**src/rtl/multicycle_cu.sv**
```systemverilog
// Multi-cycle control unit: fetch/decode/execute/memory/write-back sequencing,
// a small register file and registered datapath controls.
module multicycle_cu #(
    parameter int unsigned DATA_WIDTH    = 8,
    parameter int unsigned REG_ADDR_BITS = 2,
    parameter int unsigned OFFSET_WIDTH  = 8,
    parameter int unsigned ZERO_REG      = 0,
    localparam int unsigned INSTR_WIDTH  = 2 + 3 * REG_ADDR_BITS + OFFSET_WIDTH + 4
) (
    input  logic                     clk,
    input  logic                     rst,
    input  logic [INSTR_WIDTH-1:0]   instr,
    input  logic                     instr_valid,
    output logic                     instr_ready,
    input  logic [DATA_WIDTH-1:0]    result2,
    input  logic                     mem_ready,
    output logic [DATA_WIDTH-1:0]    operand1,
    output logic [DATA_WIDTH-1:0]    operand2,
    output logic [OFFSET_WIDTH-1:0]  offset,
    output logic [3:0]               opcode,
    output logic                     sel1,
    output logic                     sel3,
    output logic                     w_r,
    output logic [15:0]              retired,
    input  logic [REG_ADDR_BITS-1:0] dbg_sel,
    output logic [DATA_WIDTH-1:0]    dbg_data
);

    localparam int unsigned NUM_REGS = 2 ** REG_ADDR_BITS;
    localparam int unsigned OFF_LSB  = 4;
    localparam int unsigned RS2_LSB  = OFF_LSB + OFFSET_WIDTH;
    localparam int unsigned RS1_LSB  = RS2_LSB + REG_ADDR_BITS;
    localparam int unsigned RD_LSB   = RS1_LSB + REG_ADDR_BITS;
    localparam int unsigned TYP_LSB  = RD_LSB + REG_ADDR_BITS;

    localparam logic [1:0] T_NOP   = 2'b00;
    localparam logic [1:0] T_STD   = 2'b01;
    localparam logic [1:0] T_LOAD  = 2'b10;
    localparam logic [1:0] T_STORE = 2'b11;

    typedef enum logic [2:0] {
        S_FETCH   = 3'd0,
        S_DECODE  = 3'd1,
        S_EXECUTE = 3'd2,
        S_MEM     = 3'd3,
        S_WB      = 3'd4
    } state_e;

    state_e                   state_q, state_d;
    logic [INSTR_WIDTH-1:0]   instr_q, instr_d;
    logic [DATA_WIDTH-1:0]    op1_q, op1_d, op2_q, op2_d;
    logic [OFFSET_WIDTH-1:0]  off_q, off_d;
    logic [3:0]               opc_q, opc_d;
    logic                     sel1_q, sel1_d, sel3_q, sel3_d, w_r_q, w_r_d;
    logic                     ready_q, ready_d;
    logic [15:0]              retired_q, retired_d;
    logic [DATA_WIDTH-1:0]    rf_q  [NUM_REGS];
    logic [DATA_WIDTH-1:0]    rf_rd [NUM_REGS];
    logic                     rf_we_c;
    logic                     accept_c;

    logic [1:0]               typ_c;
    logic [REG_ADDR_BITS-1:0] rd_c, rs1_c, rs2_c;

    assign typ_c    = instr_q[TYP_LSB +: 2];
    assign rd_c     = instr_q[RD_LSB +: REG_ADDR_BITS];
    assign rs1_c    = instr_q[RS1_LSB +: REG_ADDR_BITS];
    assign rs2_c    = instr_q[RS2_LSB +: REG_ADDR_BITS];
    assign accept_c = (state_q == S_FETCH) && ready_q && instr_valid;

    // Read view of the register file with the optional hard-wired zero register
    always_comb begin
        for (int i = 0; i < NUM_REGS; i++) begin
            rf_rd[i] = ((ZERO_REG != 0) && (i == 0)) ? '0 : rf_q[REG_ADDR_BITS'(i)];
        end
    end

    // State register and registered outputs
    always_ff @(posedge clk) begin
        if (!rst) begin
            state_q   <= S_FETCH;
            instr_q   <= '0;
            op1_q     <= '0;
            op2_q     <= '0;
            off_q     <= '0;
            opc_q     <= 4'hF;
            sel1_q    <= 1'b0;
            sel3_q    <= 1'b0;
            w_r_q     <= 1'b0;
            ready_q   <= 1'b0;
            retired_q <= '0;
        end else begin
            state_q   <= state_d;
            instr_q   <= instr_d;
            op1_q     <= op1_d;
            op2_q     <= op2_d;
            off_q     <= off_d;
            opc_q     <= opc_d;
            sel1_q    <= sel1_d;
            sel3_q    <= sel3_d;
            w_r_q     <= w_r_d;
            ready_q   <= ready_d;
            retired_q <= retired_d;
        end
    end

    // Next-state logic
    always_comb begin
        state_d = state_q;
        case (state_q)
            S_FETCH:   if (accept_c && (instr[TYP_LSB +: 2] != T_NOP)) state_d = S_DECODE;
            S_DECODE:  state_d = S_EXECUTE;
            S_EXECUTE: state_d = (typ_c == T_STD) ? S_WB : S_MEM;
            S_MEM:     if (mem_ready) state_d = (typ_c == T_STORE) ? S_FETCH : S_WB;
            S_WB:      state_d = S_FETCH;
            default:   state_d = S_FETCH;
        endcase
    end

    // Output / datapath-control next values
    always_comb begin
        instr_d   = instr_q;
        op1_d     = op1_q;
        op2_d     = op2_q;
        off_d     = off_q;
        opc_d     = opc_q;
        sel1_d    = sel1_q;
        sel3_d    = sel3_q;
        retired_d = retired_q;
        if (accept_c) instr_d = instr;
        if (state_q == S_DECODE) begin
            op1_d  = rf_rd[rs1_c];
            op2_d  = (typ_c == T_STD) ? rf_rd[rs2_c] : rf_rd[rd_c];
            off_d  = instr_q[OFF_LSB +: OFFSET_WIDTH];
            opc_d  = instr_q[3:0];
            sel1_d = (typ_c != T_LOAD);
            sel3_d = (typ_c != T_STD);
        end
        w_r_d   = (state_d == S_MEM) && (typ_c == T_STORE);
        ready_d = (state_d == S_FETCH);
        rf_we_c = (state_q == S_WB) && !((ZERO_REG != 0) && (rd_c == '0));
        if ((state_q == S_WB) || ((state_q == S_MEM) && mem_ready && (typ_c == T_STORE)))
            retired_d = retired_q + 16'd1;
    end

    // Register file: reset to index values, written on leaving WRITE_BACK
    always_ff @(posedge clk) begin
        if (!rst) begin
            for (int i = 0; i < NUM_REGS; i++) rf_q[REG_ADDR_BITS'(i)] <= DATA_WIDTH'(i);
        end else if (rf_we_c) begin
            rf_q[rd_c] <= result2;
        end
    end

    assign instr_ready = ready_q;
    assign operand1    = op1_q;
    assign operand2    = op2_q;
    assign offset      = off_q;
    assign opcode      = opc_q;
    assign sel1        = sel1_q;
    assign sel3        = sel3_q;
    assign w_r         = w_r_q;
    assign retired     = retired_q;
    assign dbg_data    = rf_rd[dbg_sel];

endmodule
```
**config.mk**
```make
export PLATFORM = sky130hd
export DESIGN_NAME = multicycle_cu
export DESIGN_NICKNAME = d
export VERILOG_FILES = /design/src/rtl/multicycle_cu.sv
export SDC_FILE = /design/constraint.sdc
export NUM_CORES = 1
export LEC_CHECK = 0
export ABC_CLOCK_PERIOD_IN_PS = 2500
export BUFFER_PORTS_ARGS = -buffer_cell sky130_fd_sc_hd__clkbuf_2
export CAP_MARGIN = 10
export CORE_ASPECT_RATIO = 1.25
export CORE_UTILIZATION = 55
export CTS_CLUSTER_DIAMETER = 200
export DETAILED_ROUTE_END_ITERATION = 12
export GPL_ROUTABILITY_DRIVEN = 0
export GPL_TIMING_DRIVEN = 0
export HOLD_SLACK_MARGIN = 0.05
export PLACE_DENSITY_LB_ADDON = 0.05
export SLEW_MARGIN = 20
export SYNTH_ARGS = -nofsm -noshare
export SYNTH_HDL_FRONTEND = slang
export SYNTH_SLANG_ARGS = --single-unit
```
**constraint.sdc**
```tcl
create_clock -name clk -period 2.5 [get_ports clk]
set_input_delay 0.25 -clock clk [delete_from_list [all_inputs] [get_ports clk]]
set_output_delay 0.25 -clock clk [all_outputs]
set_load 0.05 [all_outputs]
```
==> key figures <==
Run status
  – Run status: finished, final reports clean

Setup path
  – Max stage delay on crit path: 0.69 ns
  – Critical path type: reg -> reg
  – CP arrival: approximately 2.4 ns
  – CP Depth: 5
  – Worst Path Buf+Inv: 1
  – R2r worst-path depth: 5
  – Worst setup SP type: flop
  – Worst path top cell family by delay: simple AND/OR/NAND/NOR gates
  – Critical Path, Cell by Cell: buf_6, nor2_1, nand3_1, nor3_1, nand2b_1
  – WP data required: 2.53 ns
  – Slowest CP cell: nor3_1
  – CP endpoint kind: flop
  – Maximum fanout along the worst path: 9

CTS
  – CTS Buf Count: 9
  – Clock buffer depth: 2
  – Post-CTS Setup Bufs: 0
  – Root buffer cell: clkbuf_8
  – H-tree Lvls: 3
  – Clock Pin Slew Worst Setup and Hold Paths: 0.11 ns
  – CTS tree: built
  – Sink Count: between 100 and 150
  – Cts hold-fix bufs: 0
  – Worst-skew pair later-pin latency: around 0.37 ns

Timing
  – Final worst-path cycle share: 94.46%
  – Final Hold Viols: 0
  – Final Slew Violations: 0
  – Final setup violating endpoints: 0
  – Fmax: approximately 420 MHz
  – Clock Skew: 0.01040 ns
  – RSZ-0062 raised after global routing: no
  – Relative slew slack: 35.90%
  – Worst-margin pin slew: 0.9551 ns
  – Setup TNS: 0 ns
  – Min Tclk post-route: 2.361 ns

Place
  – Port Buffer Count: 87
  – Hpwl dp: 8.488 mm
  – Cell area after placement: about 5300 um2

Synthesis
  – Cells after synthesis: 455
  – Main combinational cell family by area after synthesis: simple AND/OR/NAND/NOR gates
  – Register bit total from synthesis: 103
  – Post-synthesis xor/xnor area fraction: less than 1%
  – Post-Synth Simple-Gate Area: 20.20%
  – Syn nets: 490
  – Post-synth top cells: 93 x nand2_1, 71 x dfxtp_1, 47 x a21oi_1
  – Synth area leaders: dfxtp_1 30%, edfxtp_1 20%, mux4_2 15%
  – Adder-cell area share of the yosys netlist: 0.2627%
  – Biggest area consumer among synthesized cells: dfxtp_1
  – Post-synthesis mux area share: about 16%
  – YS warnings: 0
  – Synthesized cell area: ~4800 um2
  – Post-synth ARST share: 0%
  – Syn_area_per_cell: around 10 um2
  – Post-synthesis sequential area ratio: 50.03%
  – Synth Flop Type: dfxtp_1
  – Post-synth top area share: 29.85%
  – Most numerous cell in the Yosys netlist: nand2_1
  – Number of flops mapped to enable cells by yosys: 32
  – Yosys cell types: 39
  – Synth Area in Compound Gates: 10.12%

Min path
  – Min-Delay Path Class: in -> reg
  – WHS Path Cells: 3

Drt
  – Vias per inst: around 5.9
  – DRT antenna net count: 0
  – DR vias: 3841
  – DRT Pass-1 Iters: 5
  – DRC viols: 0
  – WL per Instance: 17.08 um
  – DRT iter0 DRCs: 204
  – Final WL: 11.19 mm

Power and ir drop
  – Maximum VDD drop: 0.0004054 V
  – Power, Total: 3.583 mW
  – Power per cell area: 646.8 nW/um2
  – LEAKAGE: between 2 and 2.5 nW

Die
  – Die W: 85.23 um
  – I/O pin cnt: 90
  – Starting density of the core: 57.15%
  – Die Height: 106.0 um
  – Core box area: 8333 um2
  – Site Rows: 37
  – Die Area: between 9000 and 10000 um2

GRT
  – Largest net degree at the start of global routing: 20
  – Grt ovf: 0
  – Global routing usage on met2: between 40 and 50%
  – Busiest grt layer: met2
  – Met3 Use GR: about 3.5%
  – Initial antenna violation count: 0
  – GR met1 Demand/Resource: 30.25%
  – Tot GR Track Use: between 20% and 30%
  – First-pass GRT wire length: approximately 18 mm
  – Vias in the first global route: about 3700

Layout
  – Final antenna diode count: 0
  – Share of layout cells above drive strength 1: 25.63%
  – Final Cell Area: 5540 um2
  – Post-layout util: between 60% and 70%
  – Layout Area Growth over Synthesis: 16.34%
  – Nets@finish: 588

Flow run
  – Max-cap viol count: 0
metal layers:
| metal | share of wire, % | routed length (um) |
|---|---|---|
| met4 | 2.5 | 283 |
| met3 | 4.4 | 494 |
| met1 | 39 | 4394 |
| met2 | 54 | 6016 |
| met5 | 0 | 0 |
final cells by class:
type | instances | area [um2]
Fill cell | 720 | 2793
Sequential cell | 103 | 2382
Multi-Input combinational cell | 316 | 2235
Timing Repair Buffer | 87 | 435.4
Buffer | 31 | 136.4
Clock buffer | 9 | 123.9
Tap cell | 97 | 121.4
Clock inverter | 7 | 87.58
Inverter | 5 | 18.77
path summary, 6_finish.rpt:
path,slack (ns),startpoint,to
max reg2reg,0.14,state_q[1]$_SDFF_PN0_,rf_q[0][1]$_SDFFCE_PN0P_
min reg2reg,0.46,offset[0]$_SDFFE_PN0P_,offset[0]$_SDFFE_PN0P_
min,0.09,instr[8],instr_q[8]$_SDFFE_PN0P_
max,0.14,state_q[1]$_SDFF_PN0_,rf_q[0][1]$_SDFFCE_PN0P_
flip-flops by register name, indices dropped and copies added, names as in the netlist:
register,count
rf_q,32
instr_ready,1
sel3,1
retired,16
offset,8
state_q,3
operand1,8
opcode,4
w_r,1
sel1,1
instr_q,20
operand2,8
tightest hold or removal path, delay by kind of cell:
family / cells / cell delay, ns
buffers and inverters: 1 / 0.08
AOI/OAI and AO/OA: 1 / 0.05
and+or+nand+nor: 1 / 0.04
layout by cell type, fill, tap and decap left out, types with 3 or more instances in the layout:
cell type / n
nand2_1: 93
clkbuf_2: 87
dfxtp_1: 71
a21oi_1: 47
mux4_2: 32
and2_1: 32
edfxtp_1: 32
clkbuf_1: 22
nor2_1: 17
nand3_1: 11
o31ai_1: 11
or4_1: 11
o22ai_1: 10
o21ai_0: 10
nand2b_1: 9
clkbuf_8: 9
buf_1: 5
inv_1: 5
or3_1: 3
and4_1: 3
mux2i_1: 3
kinds of logic (layout without fill, tap and decap cells):
family,after synthesis,count (layout)
AND/OR/NAND/NOR,194,194
flip-flops,103,103
AO/OA/AOI/OAI,84,84
buffers and inverters,36,139
multiplexers,35,35
XOR/XNOR,2,2
adder cells (fa/ha/maj),1,1
timing repair:
action / in CTS / in global routing
endpoints found under the hold margin: 0 / 0
endpoints found under the setup margin: 0 / 15
gates resized for setup: 0 / 2
where the power goes:
| group | internal, mW | switching [mW] | leakage, nW | total (mW) |
|---|---|---|---|---|
| clock | 0.488 | 0.633 | 0.108 | 1.12 |
| combinational | 0.197 | 0.412 | 1.05 | 0.608 |
| sequential | 1.80 | 0.0538 | 0.892 | 1.85 |
through the flow:
| step | setup WS (ns) | hold WS, ns | instances |
|---|---|---|---|
| final | 0.1386 | 0.08564 | 655 |
| after global placement | 0.08345 | 0.4423 | 639 |
| after floorplan | 0.5037 | 0.3860 | 455 |
| after CTS | 0.1014 | 0.07696 | 655 |
| after detailed placement | 0.1127 | 0.4468 | 639 |
| after global routing | 0.006343 | 0.07958 | 655 |
Note: power is estimated with default switching activity, not from simulation.
